<file path="src/rtl/sys_timer_pkg.sv">
// Shared register map, CTRL field layout and decode helpers for the sys_timer block.
package sys_timer_pkg;

    localparam logic [3:0] OFF_CTRL   = 4'h0;
    localparam logic [3:0] OFF_LOAD   = 4'h4;
    localparam logic [3:0] OFF_COUNT  = 4'h8;
    localparam logic [3:0] OFF_STATUS = 4'hC;

    localparam int CTRL_EN        = 0;
    localparam int CTRL_RELOAD    = 1;
    localparam int CTRL_IRQ_EN    = 2;
    localparam int CTRL_PS_LSB    = 8;
    localparam int CTRL_PS_MSB    = 15;
    localparam int STATUS_EXPIRED = 0;

    typedef enum logic [1:0] {
        REG_CTRL   = OFF_CTRL[3:2],
        REG_LOAD   = OFF_LOAD[3:2],
        REG_COUNT  = OFF_COUNT[3:2],
        REG_STATUS = OFF_STATUS[3:2]
    } reg_sel_e;

    typedef struct packed {
        logic [7:0] prescale;
        logic       irq_en;
        logic       reload;
        logic       en;
    } ctrl_t;

    function automatic logic [31:0] ctrl_pack(input ctrl_t c);
        logic [31:0] v;
        v = '0;
        v[CTRL_EN]                  = c.en;
        v[CTRL_RELOAD]              = c.reload;
        v[CTRL_IRQ_EN]              = c.irq_en;
        v[CTRL_PS_MSB:CTRL_PS_LSB]  = c.prescale;
        return v;
    endfunction

    function automatic ctrl_t ctrl_unpack(input logic [31:0] v);
        ctrl_t c;
        c.en       = v[CTRL_EN];
        c.reload   = v[CTRL_RELOAD];
        c.irq_en   = v[CTRL_IRQ_EN];
        c.prescale = v[CTRL_PS_MSB:CTRL_PS_LSB];
        return c;
    endfunction

    // The window is 16 bytes, so only the upper 28 address bits take part in the match.
    function automatic logic addr_hit(input logic [31:0] addr, input logic [31:0] base);
        return addr[31:4] == base[31:4];
    endfunction

endpackage

</file>
<file path="src/rtl/sys_timer_prescaler.sv">
// 8-bit prescaler: produces a one-cycle tick every (limit + 1) enabled cycles.
module sys_timer_prescaler
(
    input  logic       clk,
    input  logic       rst,
    input  logic       en,
    input  logic       restart,
    input  logic [7:0] limit,
    output logic       tick
);

    logic [7:0] r_cnt;
    logic       w_hit;

    assign w_hit = (r_cnt == limit);
    assign tick  = en && w_hit;

    always_ff @(posedge clk) begin
        if (rst) begin
            r_cnt <= '0;
        end else if (!en || restart || w_hit) begin
            r_cnt <= '0;
        end else begin
            r_cnt <= r_cnt + 8'd1;
        end
    end

endmodule

</file>
<file path="src/rtl/sys_timer.sv">
// Memory-mapped down-counting timer on the sys bus: CTRL/LOAD/COUNT/STATUS registers,
// prescaled countdown, sticky expiry flag and level interrupt.
module sys_timer
    import sys_timer_pkg::*;
#(
    parameter logic [31:0] BASE = 32'h0000_0100
)
(
    input  logic        clk,
    input  logic        rst,
    input  logic [31:0] sys_w_addr,
    input  logic [31:0] sys_w_line,
    input  logic        sys_write,
    input  logic [31:0] sys_r_addr,
    input  logic        sys_read,
    output logic [31:0] sys_r_line,
    output logic        irq
);

    ctrl_t       r_ctrl;
    logic [31:0] r_load;
    logic [31:0] r_count;
    logic        r_expired;
    logic [31:0] r_rdata;

    reg_sel_e    w_wreg;
    reg_sel_e    w_rreg;
    logic        w_wsel;
    logic        w_rsel;
    logic        w_wr_ctrl;
    logic        w_wr_load;
    logic        w_wr_count;
    logic        w_wr_status;
    logic        w_tick;
    logic        w_expire;
    logic        w_restart;
    logic [31:0] w_rdata;
    logic        w_unused;

    assign w_unused = ^{sys_w_addr[1:0], sys_r_addr[1:0]};

    assign w_wsel      = sys_write && addr_hit(sys_w_addr, BASE);
    assign w_rsel      = sys_read && addr_hit(sys_r_addr, BASE);
    assign w_wreg      = reg_sel_e'(sys_w_addr[3:2]);
    assign w_rreg      = reg_sel_e'(sys_r_addr[3:2]);
    assign w_wr_ctrl   = w_wsel && (w_wreg == REG_CTRL);
    assign w_wr_load   = w_wsel && (w_wreg == REG_LOAD);
    assign w_wr_count  = w_wsel && (w_wreg == REG_COUNT);
    assign w_wr_status = w_wsel && (w_wreg == REG_STATUS);

    // Only a genuine 0->1 enable transition restarts the prescale phase.
    assign w_restart = w_wr_ctrl && sys_w_line[CTRL_EN] && !r_ctrl.en;
    assign w_expire  = w_tick && (r_count == 32'd0);

    sys_timer_prescaler u_prescaler (
        .clk     (clk),
        .rst     (rst),
        .en      (r_ctrl.en),
        .restart (w_restart),
        .limit   (r_ctrl.prescale),
        .tick    (w_tick)
    );

    // A CTRL write is taken verbatim, so it overrides the one-shot auto-disable.
    always_ff @(posedge clk) begin
        if (rst) begin
            r_ctrl <= '0;
        end else if (w_wr_ctrl) begin
            r_ctrl <= ctrl_unpack(sys_w_line);
        end else if (w_expire && !r_ctrl.reload) begin
            r_ctrl.en <= 1'b0;
        end
    end

    always_ff @(posedge clk) begin
        if (rst) begin
            r_load <= '0;
        end else if (w_wr_load) begin
            r_load <= sys_w_line;
        end
    end

    always_ff @(posedge clk) begin
        if (rst) begin
            r_count <= '0;
        end else if (w_wr_count) begin
            r_count <= sys_w_line;
        end else if (w_tick) begin
            if (r_count != 32'd0) begin
                r_count <= r_count - 32'd1;
            end else if (r_ctrl.reload) begin
                r_count <= r_load;
            end
        end
    end

    // Expiry has priority over a write-1-clear on the same edge.
    always_ff @(posedge clk) begin
        if (rst) begin
            r_expired <= 1'b0;
        end else if (w_expire) begin
            r_expired <= 1'b1;
        end else if (w_wr_status && sys_w_line[STATUS_EXPIRED]) begin
            r_expired <= 1'b0;
        end
    end

    always_comb begin
        w_rdata = '0;
        if (w_rsel) begin
            case (w_rreg)
                REG_CTRL:   w_rdata = ctrl_pack(r_ctrl);
                REG_LOAD:   w_rdata = r_load;
                REG_COUNT:  w_rdata = r_count;
                REG_STATUS: w_rdata[STATUS_EXPIRED] = r_expired;
                default:    w_rdata = '0;
            endcase
        end
    end

    always_ff @(posedge clk) begin
        if (rst) begin
            r_rdata <= '0;
        end else begin
            r_rdata <= w_rdata;
        end
    end

    assign sys_r_line = r_rdata;
    assign irq        = r_expired && r_ctrl.irq_en;

endmodule

</file>
<file path="config.mk">
export PLATFORM = sky130hd
export DESIGN_NAME = sys_timer
export DESIGN_NICKNAME = d
export VERILOG_FILES = /design/src/rtl/sys_timer_pkg.sv /design/src/rtl/sys_timer_prescaler.sv /design/src/rtl/sys_timer.sv
export SDC_FILE = /design/constraint.sdc
export NUM_CORES = 1
export LEC_CHECK = 0
export ABC_AREA = 1
export BUFFER_PORTS_ARGS = -buffer_cell sky130_fd_sc_hd__buf_2
export CAP_MARGIN = 20
export CORE_MARGIN = 10
export CORE_UTILIZATION = 56
export DETAILED_ROUTE_END_ITERATION = 10
export HOLD_SLACK_MARGIN = 0.08
export MAX_ROUTING_LAYER = met4
export PLACE_DENSITY = 0.81
export SLEW_MARGIN = 0
export SYNTH_ARGS = -nofsm -noshare
export SYNTH_HDL_FRONTEND = slang
export SYNTH_SLANG_ARGS = --single-unit
</file>
<file path="constraint.sdc">
create_clock -name clk -period 1.9 [get_ports clk]
set_input_delay 0.38 -clock clk [delete_from_list [all_inputs] [get_ports clk]]
set_output_delay 0.38 -clock clk [all_outputs]
set_load 0.05 [all_outputs]
</file>
== Word-level counts from Yosys, hierarchy flattened ==
Cells that the tools add are included.

* Input port bits: 100
* Bits in registers: 116
* Output and inout bits: 33

* Mux-type cells: 10
* Bitwise operators: 1
* $add $sub $neg: 2
* Equality and inequality tests: 9
* Reduce and logical (&&, ||, !) cells: 28

{| class="wikitable"
|+ Operator list
! operator !! number
|-
| $mux W32 || 4
|-
| $pmux W31 S3 || 1
|-
| $eq A28 B5 Y1 const B || 2
|-
| $logic_not A32 Y1 || 1
|-
| $reduce_bool A32 Y1 || 1
|-
| $sub A32 B1 Y32 const B || 1
|-
| $logic_and A1 B1 Y1 || 13
|-
| $add A8 B1 Y8 const B || 1
|-
| $eq A2 B2 Y1 const B || 4
|-
| $eq A8 B8 Y1 || 1
|-
| $reduce_bool A2 Y1 || 3
|-
| $eq A2 B1 Y1 const B || 2
|-
| $logic_not A2 Y1 || 2
|-
| $mux W1 || 4
|-
| $pmux W1 S4 || 1
|-
| $reduce_or A2 Y1 || 2
|-
| $reduce_bool A3 Y1 || 1
|-
| $logic_not A1 Y1 || 2
|-
| $logic_or A1 B1 Y1 || 2
|-
| $reduce_and A2 Y1 || 1
|-
| $not A1 Y1 || 1
|}

== Longest topological paths before layout ==
Gate-level depths: netlist (run 1).

* Depth after elaboration: 8
* Mapped depth: 15

== By module ==
Synthesis (run 1) repeated with hierarchy kept, for this count alone.

* Cell total of the unflattened synthesis: 1047
* Area, all modules: 6687.7 um2

{| class="wikitable"
|+ By module, submodules not included
! module !! times used !! cells an instance !! sequential area each (um2) !! area each (um2)
|-
| sys_timer || 1 || 974 || 2162.1 || 6208.5
|-
| sys_timer_prescaler || 1 || 73 || 160.2 || 479.2
|}

== Least setup slack after synthesis (run 1) ==
No wires, ideal clock.

* Path kind: flip-flop to flip-flop
* Start: register r_count[0]
* End: register r_count[14]
* Path slack: 0.232 ns
* Required time: 1.783 ns
* Data arrival time: 1.551 ns
* Path buffers: 1
* Cell stages (with the launch flop): 13
* Library setup time: 0.117 ns
* Cells stage by stage: dfxtp_1 -> inv_1 -> ha_1 -> nand2_1 -> nor2_1 -> nand3_1 -> nor2_4 -> nand2_2 -> nand2_4 -> nand2_1 -> buf_2 -> o21ai_0 -> nor2_1

* Word-level cells in the longest chain between the ends: 4
* Elaborated cells on any way between the ends: 7
* Classes of those cells: add/sub (1); mux (3); reduce/logical (3)

{| class="wikitable"
|+ RTL lines
! element !! RTL line !! source
|-
| start: declaration || sys_timer.sv:22 || <nowiki>logic [31:0] r_count;</nowiki>
|-
| start signal: assignment || sys_timer.sv:87 || <nowiki>r_count <= sys_w_line;</nowiki>
|-
| start signal: assignment || sys_timer.sv:90 || <nowiki>r_count <= r_count - 32'd1;</nowiki>
|-
| start signal: assignment || sys_timer.sv:92 || <nowiki>r_count <= r_load;</nowiki>
|-
| $sub A32 B1 Y32 / $reduce_bool A32 Y1 (equally long branches) || sys_timer.sv:90, sys_timer.sv:89 ||
|-
| $mux W32 || sys_timer.sv:89 || <nowiki>if (r_count != 32'd0) begin</nowiki>
|-
| $mux W32 || sys_timer.sv:88 || <nowiki>end else if (w_tick) begin</nowiki>
|-
| $mux W32 || sys_timer.sv:86 || <nowiki>end else if (w_wr_count) begin</nowiki>
|}

Several ways; a longest one is shown, not always the timed one. The select of a mux whose other input is x is not followed.
A chain may end at the register's enable or synchronous reset.

== Worst setup path in the final report (run 1) ==
* Start: register r_count[1]
* End: register r_count[24]

Same word-level chain as after synthesis.

==> run_results.csv, run 1 <==
group,metric,value,unit
final_layout,multi_input_area,0.00383,mm²
critical_path,critPathCaptureType,"flop",
routing,route.detailed.vias_per_inst,5.58,
cts,worst_setup_hold_path_clk_slew,0.05,ns
routing,drc_violations_left,0,
routing,drt_iter0_drc,904,
critical_path,type_of_the_worst_setup_path,"flop to flop",
pwr,static-leakage-power,4.34,nW
critical_path,crit_family,"simple AND/OR/NAND/NOR gates",
logic_synthesis,synth_top_area_cell,"sky130_fd_sc_hd__dfxtp_1",
final_layout,final_nets,1372,
die,chipWidth,129,µm
pwr,powerDensity,665,mW/mm²
die,core_box_area,0.0115,mm²
sta,relSlewSlack,48.5,%
place,hpwlAfterDp,16.3,mm
sta,finalMaxSlewViolations,0,
critical_path,critical_path_peak_fanout,12,
logic_synthesis,share_of_the_yosys_chip_area_belonging_to_registers,34.9,%
die,start_util,57.8,%
logic_synthesis,number_of_synthesized_register_bits,116,
final_layout,antenna-diode-count,0,
final_layout,final.fill_count,894,
critical_path,startpoint_type,"flop",
final_layout,synthToLayoutAreaGrowth,33.3,%
die,std_cell_rows,39,
die,ios,133,
logic_synthesis,synthDominantCellAreaShare,34.9,%
final_layout,finalCoreUtilization,77.0,%
place,placedInstanceArea,0.00797,mm²
routing,dr.pass1.iters,6,
logic_synthesis,syn-num-nets,1178,
sta,layout_min_cycle_time,1.83,ns
die,total_die_area,0.0166,mm²
hold_path,worst_hold_path_type,"input pin to flop",
die,die_h,129,µm
cts,cts.sink_count,116,
routing,routedWlPerCell,16.3,µm
sta,clock_skew,0.00879,ns
sta,final.period_utilization,96.5,%
place,port_buffers,128,
routing,routed_wire_length_on_met2,10.4,mm
global_route,grt_pass1_vias,7458,
sta,maxClockFrequency,0.545,GHz
sta,tightest_slew,0.769,ns
final_layout,drive_gt1_share,25.2,%
routing,postRouteWirelength,23.3,mm
cts,cts_max_level,4,
place,gp_congestion,0.985,
cts,ctsHoldBuffers,0,
global_route,pin_count_of_the_biggest_net_entering_global_routing,33,
sta,hold_violations,0,
logic_synthesis,synthTopCellsByArea,"sky130_fd_sc_hd__dfxtp_1, sky130_fd_sc_hd__nand2_1, sky130_fd_sc_hd__nor2_1",
routing,ant_nets,0,
run_status,run_status,"complete, no violations",
pwr,vdd_drop_max,0.667,mV
logic_synthesis,dominantRegCellSynth,"sky130_fd_sc_hd__dfxtp_1",
logic_synthesis,synth.avg_cell_area,6.19,µm²
logic_synthesis,synth_cells,1075,
critical_path,crit_arrival,2.14,ns
global_route,grt_overflow,0,
cts,clk_root_buffer_cell,"sky130_fd_sc_hd__clkbuf_16",
logic_synthesis,synth_enable_flop_cells,0,
critical_path,worst_path_max_delay_cell,"sky130_fd_sc_hd__dfxtp_2",
routing,dr_total_vias,7938,
final_layout,postLayoutCellArea,0.00887,mm²
critical_path,critPathMostFrequentCell,"sky130_fd_sc_hd__nor2_1",
global_route,wire_length_of_the_first_global_routing_pass,36.1,mm
logic_synthesis,synth_async_sr_flop_share,0,%
critical_path,critical_path_required,2.21,ns
cts,ctsLongestPathBuffers,2,
cts,cts_tree,"built",
global_route,grt_util_all_layers,27.8,%
critical_path,max_stage_delay,0.33,ns
logic_synthesis,unique_cell_type_count_in_the_yosys_netlist,40,
flow_run,number_of_max_cap_violations,0,
sta,setup_viol,0,
global_route,antenna_violations_before_repair,0,
cts,total_cts_buffers,17,
routing,wl_met3,2.47,mm
routing,highest_layer,"met4",
logic_synthesis,number_of_synthesis_warnings,0,
final_layout,sequential_cell_area,0.00233,mm²
cts,clk-insertion-delay-late,0.43,ns
logic_synthesis,syn_area,0.00665,mm²
routing,drt-met1-wl,9.77,mm
critical_path,crit_buf_inv,2,
critical_path,cp_cell_sequence,"inv_2, ha_4, nand2_2, nor2_1, nand2_1, nor2_2, nand2_4, nor2_4, nor2_4, nor2_4, buf_12, nor2_1, nor2_1, nor2_1",
==> registers in the layout, summed over array words and instances (netlist names) <==
register           count
r_count               32
r_ctrl                11
r_expired              1
r_load                32
sys_r_line            32
u_prescaler.r_cnt      8
==> through the flow <==
stage          cells  setup slack [ns]  power, W  TNS (ns)  hold WS [ns]
2_1_floorplan   1075             0.232   0.00259         0         0.437
3_3_place_gp    1385           -0.0571   0.00275   -0.0571         0.449
3_5_place_dp    1385           -0.0580   0.00276   -0.0821         0.449
4_1_cts         1417           0.00621   0.00588         0         0.249
5_1_grt         1423           -0.0301   0.00602    -0.105         0.257
6_report        1423            0.0662   0.00589         0         0.237
==> area by class of cell <==
cell class	instances	area share [%]
Clock buffer	21	5.42
Sequential cell	116	26.3
Clock inverter	9	1.17
Multi-Input combinational cell	787	43.2
Tap cell	143	2.02
Inverter	133	5.69
Timing Repair Buffer	214	16.1
==> layer usage <==
metal  up-vias  track usage (%)
li1       3821                -
met1      3577             35.2
met2       476             42.7
met3        64             6.94
met4         0             8.49
met5         -                -
==> Yosys cell counts (2+ instances only) <==
cell and count:
sky130_fd_sc_hd__nand2_1 268, sky130_fd_sc_hd__buf_1 2, sky130_fd_sc_hd__inv_2 4, sky130_fd_sc_hd__xnor2_1 7, sky130_fd_sc_hd__and3_1 2, sky130_fd_sc_hd__nand3_1 80
sky130_fd_sc_hd__nor4_1 5, sky130_fd_sc_hd__nor2_1 180, sky130_fd_sc_hd__o21ai_0 61, sky130_fd_sc_hd__nand2_4 3, sky130_fd_sc_hd__buf_4 4, sky130_fd_sc_hd__dfxtp_1 116
sky130_fd_sc_hd__inv_1 127, sky130_fd_sc_hd__nand3b_1 2, sky130_fd_sc_hd__ha_1 3, sky130_fd_sc_hd__and2_1 2, sky130_fd_sc_hd__nor3b_1 3, sky130_fd_sc_hd__o211ai_1 2
sky130_fd_sc_hd__o22ai_1 9, sky130_fd_sc_hd__nand2_2 4, sky130_fd_sc_hd__nand4_1 25, sky130_fd_sc_hd__nor2_2 7, sky130_fd_sc_hd__xor2_1 11, sky130_fd_sc_hd__buf_2 9
sky130_fd_sc_hd__clkbuf_1 24, sky130_fd_sc_hd__o21ai_1 5, sky130_fd_sc_hd__buf_6 2, sky130_fd_sc_hd__nor3_1 5, sky130_fd_sc_hd__nor2_4 5, sky130_fd_sc_hd__a21oi_1 88
==> cell usage in the layout (no fill, tap or decap), drive strengths merged, types with 3 or more instances in the layout <==
cell and count:
a21oi 88, buf 213, clkbuf 22, clkinv 6, dfxtp 116, ha 3, inv 132, nand2 275
nand3 81, nand4 25, nor2 195, nor3 5, nor3b 3, nor4 5, o21ai 66, o22ai 9
xnor2 7, xor2 11
==> repair_timing <==
action / 4_1_cts / 5_1_grt
cloned: 1 / 2
setup endpoints to repair: 14 / 32
buffers inserted: 1 / 4
pin swaps: 4 / 16
gates resized for setup: 7 / 67
==> cell families (layout without fill, tap and decap cells) <==
family / Yosys count / in the layout / share of synthesized area (%)
and+or+nand+nor: 595 / 597 / 38.6
buffers and inverters: 174 / 377 / 10.5
AOI/OAI and AO/OA: 169 / 169 / 13.1
DFF: 116 / 116 / 34.9
xor gates and xnor gates: 18 / 18 / 2.37
adders and majority gates: 3 / 3 / 0.564
==> report_power, final <==
| group | switching [W] | total [W] | internal [W] |
|---|---|---|---|
| logic | 0.000164 | 0.000278 | 0.000114 |
| registers | 0.00000000000148 | 0.00243 | 0.00243 |
| clock network | 0.00114 | 0.00318 | 0.00204 |
| total | 0.00131 | 0.00589 | 0.00459 |
==> final timing paths <==
| path | slack, ns | from | end | depth (start not counted) |
|---|---|---|---|---|
| min | 0.24 | sys_w_line[22] | r_load[22] | 3 |
| max reg2reg | 0.07 | r_count[1] | r_count[24] | 14 |
| max | 0.07 | r_count[1] | r_count[24] | 14 |
| min reg2reg | 0.46 | r_ctrl[2] | r_ctrl[2] | 2 |
==> worst register-to-register path: stages (launching register included) <==
cell and delay (ns):
sky130_fd_sc_hd__dfxtp_2 0.33, sky130_fd_sc_hd__inv_2 0.09, sky130_fd_sc_hd__ha_4 0.14, sky130_fd_sc_hd__nand2_2 0.07
sky130_fd_sc_hd__nor2_1 0.14, sky130_fd_sc_hd__nand2_1 0.08, sky130_fd_sc_hd__nor2_2 0.14, sky130_fd_sc_hd__nand2_4 0.09
sky130_fd_sc_hd__nor2_4 0.10, sky130_fd_sc_hd__nor2_4 0.08, sky130_fd_sc_hd__nor2_4 0.14, sky130_fd_sc_hd__buf_12 0.16
sky130_fd_sc_hd__nor2_1 0.06, sky130_fd_sc_hd__nor2_1 0.08, sky130_fd_sc_hd__nor2_1 0.04
Note: power is estimated with default switching activity, not from simulation.
==> run 2, diff against run 1 <==
--- a/config.mk
+++ b/config.mk
@@ -13,7 +13,7 @@
 export DETAILED_ROUTE_END_ITERATION = 10
 export HOLD_SLACK_MARGIN = 0.08
 export MAX_ROUTING_LAYER = met4
-export PLACE_DENSITY = 0.81
+export PLACE_DENSITY = 0.91
 export SLEW_MARGIN = 0
 export SYNTH_ARGS = -nofsm -noshare
 export SYNTH_HDL_FRONTEND = slang
==> run_results.csv, run 2 (same netlist as run 1, synthesis figures left out) <==
group,metric,value,unit
run_status,run_status,"finished, violations left",
run_status,failed_checks,"negative setup slack",
final_layout,sequential_cell_area,0.00233,mm²
global_route,pin_count_of_the_biggest_net_entering_global_routing,54,
routing,postRouteWirelength,24.3,mm
final_layout,final.fill_count,828,
cts,cts_max_level,4,
critical_path,timing.rr.end,"r_count[4]",
final_layout,synthToLayoutAreaGrowth,33.8,%
sta,timing.hold.ws,0.248,ns
die,die_h,129,µm
sta,final_critical_path_setup_slack,-0.0267,ns
sta,maxClockFrequency,0.519,GHz
die,start_util,57.8,%
cts,worst_setup_hold_path_clk_slew,0.06,ns
final_layout,postLayoutCellArea,0.00890,mm²
final_layout,drive_gt1_share,25.5,%
critical_path,r2r.worst_path.cells,11,
hold_path,holdPathStages,3,
critical_path,worst_path_max_delay_cell,"sky130_fd_sc_hd__dfxtp_1",
sta,hold_violations,0,
critical_path,cp_cell_sequence,"nor2_1, nand2_2, inv_1, nand3_2, nor2_4, nand2_2, nand2_4, nand2_2, buf_12, o21ai_1, a21oi_1",
hold_path,holdCritStartpoint,"sys_w_line[18]",
final_layout,antenna-diode-count,0,
critical_path,r2r_slack,-0.03,ns
sta,relSlewSlack,46.6,%
pwr,powerDensity,682,mW/mm²
place,port_buffers,128,
sta,rsz0062_at_grt,"true",
global_route,wire_length_of_the_first_global_routing_pass,36.2,mm
place,hpwlAfterDp,16.2,mm
routing,ant_nets,0,
critical_path,max_stage_delay,0.37,ns
hold_path,worst_hold_path_type,"input pin to flop",
routing,drt_iter0_drc,1233,
cts,clk_root_buffer_cell,"sky130_fd_sc_hd__clkbuf_16",
place,post-place-cells,1378,
place,placedInstanceArea,0.00791,mm²
sta,layout_min_cycle_time,1.93,ns
critical_path,type_of_the_worst_setup_path,"flop to flop",
pwr,static-leakage-power,4.35,nW
routing,drc_violations_left,0,
global_route,grt_pass1_vias,7451,
global_route,grt_overflow,0,
routing,routedWlPerCell,17.1,µm
sta,finalMaxSlewViolations,0,
cts,clk-insertion-delay-late,0.42,ns
sta,tightest_slew,0.798,ns
routing,dr.pass1.iters,6,
global_route,antenna_violations_before_repair,0,
pwr,vdd_drop_max,0.431,mV
final_layout,final_common_cell,"sky130_fd_sc_hd__nand2_1",
place,gp_congestion,1.00,
critical_path,timing.rr.start,"r_count[6]",
final_layout,post_layout_nonfiller_instances,1421,
die,ios,133,
critical_path,critPathMostFrequentCell,"sky130_fd_sc_hd__nand2_2",
cts,total_cts_buffers,17,
sta,setup_viol,7,
final_layout,final_cell_mix,"sky130_fd_sc_hd__nand2_1, sky130_fd_sc_hd__nor2_1, sky130_fd_sc_hd__buf_2, sky130_fd_sc_hd__inv_1, sky130_fd_sc_hd__dfxtp_1",
final_layout,multi_input_area,0.00387,mm²
critical_path,crit_buf_inv,2,
critical_path,crit_family,"simple AND/OR/NAND/NOR gates",
critical_path,critPathCaptureType,"flop",
global_route,grt_util_all_layers,27.7,%
critical_path,startpoint_type,"flop",
sta,final.period_utilization,101,%
routing,dr_total_vias,8190,
die,total_die_area,0.0166,mm²
cts,cts_tree,"built",
sta,clock_skew,0.00889,ns
cts,ctsLongestPathBuffers,2,
place,preCtsSetupSlack,-0.139,ns
flow_run,number_of_max_cap_violations,0,
die,chipWidth,129,µm
die,std_cell_rows,39,
critical_path,critical_path_peak_fanout,16,
routing,route.detailed.vias_per_inst,5.76,
critical_path,critical_path_required,2.20,ns
hold_path,hold_end,"r_load[18]",
cts,cts.sink_count,116,
critical_path,crit_arrival,2.23,ns
final_layout,final_nets,1369,
pwr,total_power,0.00607,W
die,core_box_area,0.0115,mm²
run 2: cell count changes in the layout (fill, tap and decap cells not counted), sizes merged:
cell    previous run  this run
buf              213       211
bufinv             2         3
clkinv             6         5
run 2: cell type report:
type / instances / share of cell area [%]
tap: 143 / 2.01
timing repair buffer: 211 / 15.7
multi-input combinational: 787 / 43.4
sequential: 116 / 26.2
inverter: 133 / 5.66
clock buffer: 22 / 5.55
clock inverter: 9 / 1.41
run 2: where the power goes:
group | total [W] | internal [W] | switching [W]
Combinational | 0.000278 | 0.000113 | 0.000165
Clock | 0.00336 | 0.00222 | 0.00115
Sequential | 0.00243 | 0.00243 | 0.00000000000158
Total | 0.00607 | 0.00476 | 0.00131
run 2: how the worst max path moves through the flow:
| stage | end | slack, ns | cells past startpoint | from |
|---|---|---|---|---|
| after floorplan | r_count[14] | 0.23 | 12 | r_count[0] |
| after global placement | r_count[30] | -0.09 | 13 | r_count[1] |
| after detailed placement | r_count[30] | -0.14 | 13 | r_count[1] |
| after CTS | r_count[30] | -0.01 | 13 | r_count[1] |
| after global routing | r_count[13] | -0.10 | 12 | r_count[6] |
| final | r_count[4] | -0.03 | 11 | r_count[6] |
run 2: worst reg2reg max path, stage by stage (launching register included):
cell and delay [ns]:
sky130_fd_sc_hd__dfxtp_1 0.37, sky130_fd_sc_hd__nor2_1 0.19, sky130_fd_sc_hd__nand2_2 0.12, sky130_fd_sc_hd__inv_1 0.12
sky130_fd_sc_hd__nand3_2 0.13, sky130_fd_sc_hd__nor2_4 0.20, sky130_fd_sc_hd__nand2_2 0.11, sky130_fd_sc_hd__nand2_4 0.11
sky130_fd_sc_hd__nand2_2 0.08, sky130_fd_sc_hd__buf_12 0.15, sky130_fd_sc_hd__o21ai_1 0.16, sky130_fd_sc_hd__a21oi_1 0.06
run 2: metal layers:
layer	vias up	part of all wire [%]	global-route usage (%)
met5	-	0	-
met4	0	3.8	10.8
met3	119	13	7.47
met2	614	45	43.1
met1	3640	38	33.6
li1	3817	-	-
run 2: stage by stage:
step                utilization, %  setup TNS (ns)
floorplan                        -               0
global placement              68.7          -0.114
detailed placement            68.7          -0.288
CTS                           74.4         -0.0249
global route                  77.3           -1.59
finish                        77.3         -0.0816
run 2: repair_timing:
action                                  in CTS  in global routing
cloned                                       1                  1
resized for setup                            7                 79
pin swaps                                    4                 26
buffers inserted                             0                 10
hold buffers                                 0                  0
endpoints found under the setup margin       9                 32
